===== src/rtl/rx_unit_if.sv =====
// Configuration, serial input and status outputs of the UART receiver.
interface rx_unit_if;
  logic       data_rx;
  logic [1:0] parity_type;
  logic [1:0] baud_rate;
  logic [7:0] data_out;
  logic       active_flag;
  logic       done_flag;
  logic       parity_error;
  logic       frame_error;

  modport master (
    output data_rx, parity_type, baud_rate,
    input  data_out, active_flag, done_flag, parity_error, frame_error
  );

  modport slave (
    input  data_rx, parity_type, baud_rate,
    output data_out, active_flag, done_flag, parity_error, frame_error
  );
endinterface


===== src/rtl/rx_unit.sv =====
// UART receiver: 16x oversampling, 8-bit LSB-first frames, optional odd/even parity.
// Baud and parity settings are latched at each start edge.
module rx_unit #(
  parameter int unsigned CLK_FREQ_HZ = 100_000_000
) (
  input logic       clock,
  input logic       reset_n,
  rx_unit_if.slave  bus
);
  localparam int unsigned DIV_1200 = CLK_FREQ_HZ / (16 * 1200);
  localparam int unsigned DIV_2400 = CLK_FREQ_HZ / (16 * 2400);
  localparam int unsigned DIV_4800 = CLK_FREQ_HZ / (16 * 4800);
  localparam int unsigned DIV_9600 = CLK_FREQ_HZ / (16 * 9600);
  localparam int unsigned CW       = (DIV_1200 > 1) ? $clog2(DIV_1200) : 1;

  localparam logic [2:0] IDLE   = 3'd0;
  localparam logic [2:0] START  = 3'd1;
  localparam logic [2:0] DATA   = 3'd2;
  localparam logic [2:0] PARITY = 3'd3;
  localparam logic [2:0] STOP   = 3'd4;

  logic          rx_m, rx_s, rx_prev;
  logic          fall;
  logic [2:0]    state;
  logic [1:0]    par_cfg, baud_cfg;
  logic          par_en;
  logic [CW-1:0] div_m1, tick_cnt;
  logic          tick;
  logic [3:0]    samp_cnt;
  logic [2:0]    bit_idx;
  logic [7:0]    shreg;
  logic          par_bad;

  always_ff @(posedge clock or negedge reset_n) begin
    if (!reset_n) begin
      rx_m    <= 1'b1;
      rx_s    <= 1'b1;
      rx_prev <= 1'b1;
    end else begin
      rx_m    <= bus.data_rx;
      rx_s    <= rx_m;
      rx_prev <= rx_s;
    end
  end

  assign fall   = rx_prev & ~rx_s;
  assign par_en = (par_cfg == 2'b01) || (par_cfg == 2'b10);

  always_comb begin
    div_m1 = CW'(DIV_9600 - 1);
    case (baud_cfg)
      2'b00:   div_m1 = CW'(DIV_1200 - 1);
      2'b01:   div_m1 = CW'(DIV_2400 - 1);
      2'b10:   div_m1 = CW'(DIV_4800 - 1);
      default: div_m1 = CW'(DIV_9600 - 1);
    endcase
  end

  assign tick = (state != IDLE) && (tick_cnt == div_m1);

  always_ff @(posedge clock or negedge reset_n) begin
    if (!reset_n) begin
      state            <= IDLE;
      par_cfg          <= '0;
      baud_cfg         <= '0;
      tick_cnt         <= '0;
      samp_cnt         <= '0;
      bit_idx          <= '0;
      shreg            <= '0;
      par_bad          <= 1'b0;
      bus.data_out     <= '0;
      bus.active_flag  <= 1'b0;
      bus.done_flag    <= 1'b0;
      bus.parity_error <= 1'b0;
      bus.frame_error  <= 1'b0;
    end else begin
      bus.done_flag <= 1'b0;
      if (state == IDLE) begin
        tick_cnt <= '0;
        if (fall) begin
          state           <= START;
          samp_cnt        <= '0;
          par_cfg         <= bus.parity_type;
          baud_cfg        <= bus.baud_rate;
          bus.active_flag <= 1'b1;
        end
      end else begin
        if (tick) begin
          tick_cnt <= '0;
          samp_cnt <= samp_cnt + 4'd1;
        end else begin
          tick_cnt <= tick_cnt + 1'b1;
        end
        // START samples on the 8th tick and rebases samp_cnt so every later
        // sample lands on the 16th tick, i.e. mid-bit.
        case (state)
          START: if (tick && samp_cnt == 4'd7) begin
            if (rx_s) begin
              state           <= IDLE;
              bus.active_flag <= 1'b0;
            end else begin
              state    <= DATA;
              samp_cnt <= '0;
              bit_idx  <= '0;
            end
          end
          DATA: if (tick && samp_cnt == 4'd15) begin
            shreg   <= {rx_s, shreg[7:1]};
            bit_idx <= bit_idx + 3'd1;
            if (bit_idx == 3'd7) state <= par_en ? PARITY : STOP;
          end
          PARITY: if (tick && samp_cnt == 4'd15) begin
            par_bad <= (par_cfg == 2'b01) ? ~(^shreg ^ rx_s) : (^shreg ^ rx_s);
            state   <= STOP;
          end
          STOP: if (tick && samp_cnt == 4'd15) begin
            state            <= IDLE;
            bus.active_flag  <= 1'b0;
            bus.done_flag    <= 1'b1;
            bus.data_out     <= shreg;
            bus.frame_error  <= ~rx_s;
            bus.parity_error <= par_en & par_bad;
          end
          default: state <= IDLE;
        endcase
      end
    end
  end
endmodule

===== src/flat_wrapper.sv =====
// flat-port wrapper written by rule: the top's interface ports become plain ports
module rx_unit_flat 
#(
  parameter int unsigned CLK_FREQ_HZ = 100_000_000
)
  (clock, reset_n, bus_data_rx, bus_parity_type, bus_baud_rate, bus_data_out, bus_active_flag, bus_done_flag, bus_parity_error, bus_frame_error);
  rx_unit_if bus_i ();
  input logic clock;
  input logic reset_n;
  input wire logic [$bits(bus_i.data_rx)-1:0] bus_data_rx;
  input wire logic [$bits(bus_i.parity_type)-1:0] bus_parity_type;
  input wire logic [$bits(bus_i.baud_rate)-1:0] bus_baud_rate;
  output wire logic [$bits(bus_i.data_out)-1:0] bus_data_out;
  output wire logic [$bits(bus_i.active_flag)-1:0] bus_active_flag;
  output wire logic [$bits(bus_i.done_flag)-1:0] bus_done_flag;
  output wire logic [$bits(bus_i.parity_error)-1:0] bus_parity_error;
  output wire logic [$bits(bus_i.frame_error)-1:0] bus_frame_error;
  assign bus_i.data_rx = bus_data_rx;
  assign bus_i.parity_type = bus_parity_type;
  assign bus_i.baud_rate = bus_baud_rate;
  assign bus_data_out = bus_i.data_out;
  assign bus_active_flag = bus_i.active_flag;
  assign bus_done_flag = bus_i.done_flag;
  assign bus_parity_error = bus_i.parity_error;
  assign bus_frame_error = bus_i.frame_error;
  rx_unit #(.CLK_FREQ_HZ(CLK_FREQ_HZ)) u_core (.clock(clock), .reset_n(reset_n), .bus(bus_i));
endmodule

===== config.mk =====
export PLATFORM = sky130hd
export DESIGN_NAME = rx_unit_flat
export DESIGN_NICKNAME = d
export VERILOG_FILES = /design/src/rtl/rx_unit_if.sv /design/src/rtl/rx_unit.sv /design/src/flat_wrapper.sv
export SDC_FILE = /design/constraint.sdc
export NUM_CORES = 1
export LEC_CHECK = 0
export ABC_AREA = 0
export BUFFER_PORTS_ARGS = -buffer_cell sky130_fd_sc_hd__buf_2
export CORE_MARGIN = 2
export CORE_UTILIZATION = 60
export DETAILED_ROUTE_END_ITERATION = 8
export GPL_TIMING_DRIVEN = 1
export PLACE_DENSITY = 0.79
export SLEW_MARGIN = 15
export SYNTH_ARGS = -nofsm -noshare
export SYNTH_HDL_FRONTEND = slang
export SYNTH_SLANG_ARGS = --single-unit

===== constraint.sdc =====
create_clock -name clock -period 2.6 [get_ports clock]
set_clock_uncertainty 0.15 [all_clocks]
set_input_delay 0.52 -clock clock [delete_from_list [all_inputs] [get_ports clock]]
set_output_delay 0.52 -clock clock [all_outputs]
set_load 0.005 [all_outputs]

==> run summary, run 1 <==
Status: completed
TritonCTS clock tree: done
Vias: 1988
Top delay family on crit path: simple AND/OR/NAND/NOR gates
Comb power frac: 0.293
Via density: 5.90
Synth Warn #: 0
Post-DP HPWL: 4130 um
Worst stage delay on the critical path: 0.45 ns
Layout cells sized above 1: 0.319
Synth Instances: 253
Switching power: 0.000665 W
Mapped Nets: 265
Grt ovf: 0
IO Pins: 19
Period minus WS final: 2.52 ns
Peak supply drop: 0.000454 V
Internal power: 0.00133 W
WS Path Type: register to register
Worst min-delay path category: input pin to asynchronous set/reset pin
Final hold violations: 0
Die height: 71.9 um
Antenna-violating nets left: 0
Top-count cell post-synth: dfrtp_1
H-tree levels: 2
DIE WIDTH: 71.9 um
Die ar.: 5170 um2
Clock-pin transition on the worst setup and hold timing paths: 0.10 ns
Fmax: 396 MHz
RePlAce Congestion: 0.882
Leakage: 1.45 nW
Synthesized area: 2770 um2
CTS Root Cell: clkbuf_8
Wire length per cell: 16.6 um
Top cells by count, synth: dfrtp_1, nor2_1, mux2_2
Async set-reset flop share out of synthesis: 1.00
CP Capture Type: register
Number of global-route vias before repair: 1905
Worst path depth: 7
Sequential fraction of design power: 0.462
Residual DRC: 0
Cell area after placement: 2960 um2
Post-synth EDFFs: 0
Syn avg cell area: 10.9 um2
Top-area cell type share of the netlist area: 0.434
Clk pwr share: 0.245
Core area: 4380 um2
Critical Path RT: 2.65 ns
Clk buf depth: 2
Rows: 24
Setup ws final: 0.0776 ns
Slowest-stage cell, CP: dfrtp_2
Total power draw: 0.00200 W
P&R area growth vs syn: 11.6%
Setup WS pre-CTS: 0.0739 ns
CP startpoint kind: register
Number of detailed-route iterations in the first pass: 4
GRT Total Usage: 0.232
1st-iter DRT viols: 176
WP data arrival: 2.57 ns
Sequential-to-total area share from yosys stat: 0.462
PD cells: 646 nW/um2
Worst setup path start: u_core.baud_cfg[0]$_DFFE_PN0P_
Synth cell types: 58
Initial antenna violation count: 0
Worst-margin pin slew: 0.523 ns
Later-pin clock latency in the skew report: 0.31 ns
Largest net degree at the start of global routing: 25
Synth top area cells: dfrtp_1, mux2_2, mux2_4, xnor2_1, nor2_1
FF-to-FF End: u_core.bus.data_out[4]$_DFFE_PN0P_
CP max FO: 10
Final setup fails: 0
Clock Sinks: 51
Starting Density: 0.631
Worst rel slew slack: 0.652
Inserted Clock Buffers: 5
Crit share post-route: 0.970
Design area: 3090 um2
Synth Register Bits: 51
Crit path buffers/inverters: 1
Top_reg_cell synth: dfrtp_1
Setup TNS: 0 ns
ANT cells: 0
Slew Viols, Final: 0
Unrepaired setup endpoints after global routing: yes
R2R Setup Slk: 0.08 ns
Yosys top cell by area: dfrtp_1
Worst r2r src: u_core.baud_cfg[0]$_DFFE_PN0P_
Worst path cell trace: or3b_4, o32ai_2, o21a_2, nand4_4, or3_1, buf_6, mux2_4
Hold Buf Count CTS: 0
Final net count: 296
Port bufs: 18
Post-detailed-routing wire length: 5590 um
Crit path capture: u_core.bus.data_out[4]$_DFFE_PN0P_
Fillers: 336
Net Sw Frac: 0.333
FF-to-FF path depth: 7
Max-cap violations: 0
First-pass GRT wire length: 9250 um
[timing repair]
action	CTS	global route
endpoints found under the setup margin	0	18
setup buffers	0	2
resized for setup	0	4
[layer usage]
| layer | global-route usage | wire [um] |
|---|---|---|
| met2 | 0.358 | 2620 |
| met1 | 0.341 | 2560 |
| met4 | 0.0587 | 51 |
| met3 | 0.0472 | 364 |
| met5 | 0 | 0 |
[cell families (layout without fill, tap and decap cells)]
group           Yosys count  in the layout  synth area share
compound gates           35             35            0.0877
xor+xnor                 20             20            0.0633
fa+ha+maj                 6              6            0.0262
buf+inv                  18             50            0.0398
flops                    51             51             0.462
mux                      30             30             0.133
simple gates             93             93             0.187
[state kept, by name, indices dropped and copies added (netlist names)]
register / cells
u_core.shreg: 8
u_core.rx_s: 1
u_core.bus.frame_error: 1
u_core.bus.data_out: 8
u_core.bus.parity_error: 1
u_core.rx_m: 1
u_core.par_cfg: 2
u_core.state: 3
u_core.bit_idx: 3
u_core.samp_cnt: 4
u_core.tick_cnt: 13
u_core.rx_prev: 1
u_core.bus.done_flag: 1
u_core.par_bad: 1
u_core.baud_cfg: 2
u_core.bus.active_flag: 1
[layout make-up]
| cell class | instances | area [um2] | area share |
|---|---|---|---|
| clock buffer | 6 | 82.6 | 0.0267 |
| clock inverter | 2 | 13.8 | 0.00446 |
| inverter | 6 | 22.5 | 0.00729 |
| multi-input combinational | 184 | 1400 | 0.452 |
| sequential | 51 | 1280 | 0.415 |
| tap | 52 | 65.1 | 0.0211 |
| timing repair buffer | 36 | 229 | 0.0741 |
[how the worst min path moves through the flow]
stage,end,startpoint,slack [ns],cells past startpoint
after floorplan,u_core.baud_cfg[0]$_DFFE_PN0P_,reset_n,0.07,0
after global placement,u_core.rx_s$_DFF_PN1_,u_core.rx_m$_DFF_PN1_,0.20,0
after detailed placement,u_core.rx_s$_DFF_PN1_,u_core.rx_m$_DFF_PN1_,0.21,0
after CTS,u_core.bus.frame_error$_DFFE_PN0P_,reset_n,0.04,1
after global routing,u_core.bus.active_flag$_DFFE_PN0P_,reset_n,0.08,1
final,u_core.bus.active_flag$_DFFE_PN0P_,reset_n,0.03,1
[cell usage in the layout, fill, tap and decap left out, types with 2 or more instances in the layout]
cell type / n
mux2_4: 10
o21ai_0: 9
and3_1: 2
inv_1: 5
mux2i_1: 5
o21ai_1: 2
nor4_2: 2
buf_4: 17
nand3_1: 14
o22ai_1: 2
mux2_2: 15
nor3_1: 5
buf_2: 18
dfrtp_1: 47
nor2_1: 28
or3b_2: 2
nand2_1: 14
and3_2: 2
a31oi_1: 4
nand3b_1: 3
a21oi_1: 6
or2b_1: 2
xnor2_1: 13
nand4_1: 5
xor2_1: 7
ha_1: 5
clkbuf_8: 6
dfstp_2: 3
a22o_1: 2
[worst register-to-register path: cells and delay by family (launching register included)]
kind,cells,cell delay (ns)
DFF,1,0.45
muxes,1,0.31
AOI/OAI and AO/OA,2,0.43
buffers and inverters,1,0.18
and+or+nand+nor,3,0.89
[power groups by stage]
stage | clock, W | sequential, W | combinational, W
2_1_floorplan | 0 | 0.000917 | 0.000406
3_3_place_gp | 0 | 0.000932 | 0.000553
3_5_place_dp | 0 | 0.000936 | 0.000565
4_1_cts | 0.000497 | 0.000921 | 0.000567
5_1_grt | 0.000518 | 0.000935 | 0.000646
6_report | 0.000489 | 0.000923 | 0.000585
[stage by stage]
| stage | utilization | hold WS [ns] | std cells |
|---|---|---|---|
| floorplan | - | 0.0744 | 253 |
| global placement | 0.674 | 0.196 | 327 |
| detailed placement | 0.674 | 0.207 | 327 |
| CTS | 0.696 | 0.0447 | 335 |
| global route | 0.705 | 0.0809 | 337 |
| finish | 0.705 | 0.0274 | 337 |
Note: power is estimated with default switching activity, not from simulation.
==> run 2: changes to the inputs <==
Settings changed: PLACE_DENSITY 0.79 to unset, PLACE_DENSITY_LB_ADDON set to 0.08.
==> run summary, run 2 (synthesized netlist as in run 1, its figures left out) <==
Slowest-stage cell, CP: dfrtp_2 (unchanged)
Clock-pin transition on the worst setup and hold timing paths: 0.09 ns (was 0.10 ns)
Crit path buffers/inverters: 1 (unchanged)
Fmax: 407 MHz (was 396 MHz)
Grt ovf: 0 (unchanged)
IO Pins: 19 (unchanged)
Max reg flops: 13 (unchanged)
PD cells: 637 nW/um2 (was 646 nW/um2)
CP max FO: 10 (unchanged)
Clk buf depth: 2 (unchanged)
Number of detailed-route iterations in the first pass: 4 (unchanged)
Core area: 4380 um2 (unchanged)
First-pass GRT wire length: 8520 um (was 9250 um)
Biggest register: u_core.tick_cnt (unchanged)
Status: completed (unchanged)
Inserted Clock Buffers: 5 (unchanged)
Leakage: 1.42 nW (was 1.45 nW)
Largest net degree at the start of global routing: 29 (was 25)
WS Path Type: register to register (unchanged)
Unrepaired setup endpoints after global routing: no (was yes)
Top flop regs: u_core.tick_cnt x13, u_core.bus.data_out x8, u_core.shreg x8 (unchanged)
RePlAce Congestion: 0.846 (was 0.882)
Final net count: 293 (was 296)
Peak supply drop: 0.000308 V (was 0.000454 V)
CTS Root Cell: clkbuf_8 (unchanged)
H-tree levels: 2 (unchanged)
Met2 Use GR: 0.300 (was 0.358)
Post-DP HPWL: 3730 um (was 4130 um)
Worst min-delay path category: input pin to asynchronous set/reset pin (unchanged)
R2R Setup Slk: 0.15 ns (was 0.08 ns)
CP startpoint kind: register (unchanged)
Layout cells sized above 1: 0.301 (was 0.319)
Wire length per cell: 15.3 um (was 16.6 um)
Worst path depth: 7 (unchanged)
Clock Sinks: 51 (unchanged)
Antenna-violating nets left: 0 (unchanged)
FF-to-FF path depth: 7 (unchanged)
Number of global-route vias before repair: 1791 (was 1905)
Worst stage delay on the critical path: 0.45 ns (about the same)
Period minus WS final: 2.45 ns (was 2.52 ns)
Met1 Use GR: 0.331 (was 0.341)
Worst-margin pin slew: 0.546 ns (was 0.523 ns)
DIE WIDTH: 71.9 um (unchanged)
Post-detailed-routing wire length: 5100 um (was 5590 um)
Total power draw: 0.00195 W (was 0.00200 W)
Design area: 3060 um2 (was 3090 um2)
Worst rel slew slack: 0.636 (was 0.652)
Leading cell type in the layout, fill and taps excluded: dfrtp_1 (unchanged)
Initial antenna violation count: 0 (unchanged)
Busiest grt layer: met1 (was met2)
GRT Total Usage: 0.212 (was 0.232)
Starting Density: 0.631 (unchanged)
Max-cap violations: 0 (unchanged)
Met3 GRT Util: 0.0319 (was 0.0472)
WP data arrival: 2.49 ns (was 2.57 ns)
Later-pin clock latency in the skew report: 0.30 ns (was 0.31 ns)
Final setup fails: 0 (unchanged)
Rows: 24 (unchanged)
Worst path cell trace: or3b_4, o32ai_2, o21a_2, nand4_4, or3_1, buf_6, mux2_4 (unchanged)
Residual DRC: 0 (unchanged)
Via density: 5.80 (was 5.90)
Top delay family on crit path: simple AND/OR/NAND/NOR gates (unchanged)
Vias: 1936 (was 1988)
Hold Buf Count CTS: 0 (unchanged)
Die ar.: 5170 um2 (unchanged)
Die height: 71.9 um (unchanged)
Setup TNS: 0 ns (unchanged)
TritonCTS clock tree: done (unchanged)
ANT cells: 0 (unchanged)
Most frequent cells in the layout: dfrtp_1, nor2_1, buf_2 (unchanged)
P&R area growth vs syn: 10.6% (was 11.6%)
Final hold violations: 0 (unchanged)
Cell area after placement: 2950 um2 (was 2960 um2)
1st-iter DRT viols: 121 (was 176)
Slew Viols, Final: 0 (unchanged)
CP Capture Type: register (unchanged)
Port bufs: 18 (unchanged)
Critical Path RT: 2.64 ns (was 2.65 ns)
Crit share post-route: 0.944 (was 0.970)
==> run 2: changes by cell type in the layout (fill, tap and decap cells not counted), sizes merged <==
| cell | change |
|---|---|
| buf | -3 |
| clkbuf | +1 |
| clkinv | -1 |
| clkinvlp | +1 |
| inv | -1 |
==> run 2: path summary, 6_finish.rpt <==
check	start	to
min in group clock	bus_data_rx	u_core.rx_m$_DFF_PN1_
max in group asynchronous	reset_n	u_core.rx_s$_DFF_PN1_
min	reset_n	u_core.state[2]$_DFFE_PN0P_
max reg2reg	u_core.tick_cnt[3]$_DFF_PN0_	u_core.bus.parity_error$_DFFE_PN0P_
min reg2reg	u_core.rx_m$_DFF_PN1_	u_core.rx_s$_DFF_PN1_
max	u_core.tick_cnt[3]$_DFF_PN0_	u_core.bus.parity_error$_DFFE_PN0P_
==> run 2: power by group <==
part           switching, W  leakage [nW]  internal [W]  total (W)
Sequential        0.0000659         0.682      0.000853   0.000919
Clock              0.000252        0.0385      0.000191   0.000443
Combinational      0.000320         0.703      0.000268   0.000588
==> run 2: per-stage QoR <==
| stage | setup slack (ns) | hold WS (ns) | instances | util |
|---|---|---|---|---|
| final | 0.145 | 0.0476 | 334 | 0.698 |
| after detailed placement | 0.112 | 0.199 | 325 | 0.674 |
| after global routing | 0.0505 | 0.0934 | 334 | 0.698 |
| after CTS | 0.0999 | 0.0585 | 333 | 0.693 |
| after global placement | 0.165 | 0.198 | 325 | 0.674 |
| after floorplan | 0.229 | 0.0744 | 253 | - |
==> run 2: routing by layer <==
metal  routed length, um  up-vias
met5                   0        -
met4                  57        0
met3                 201        6
met2                2180       47
met1                2660      931
li1                    -      952
==> run 2: timing repair <==
item                       in CTS  in global routing
gates resized for setup         0                  3
setup endpoints to repair       0                 10
buffers inserted                0                  1
==> run 2: cell type report <==
class | instances | area, um2
clock buffers | 7 | 76.3
clock inverters | 1 | 7.51
fillers | 337 | 1320
inverters | 6 | 22.5
multi-input cells | 184 | 1390
flip-flops and latches | 51 | 1280
well taps | 52 | 65.1
repair buffers | 33 | 219
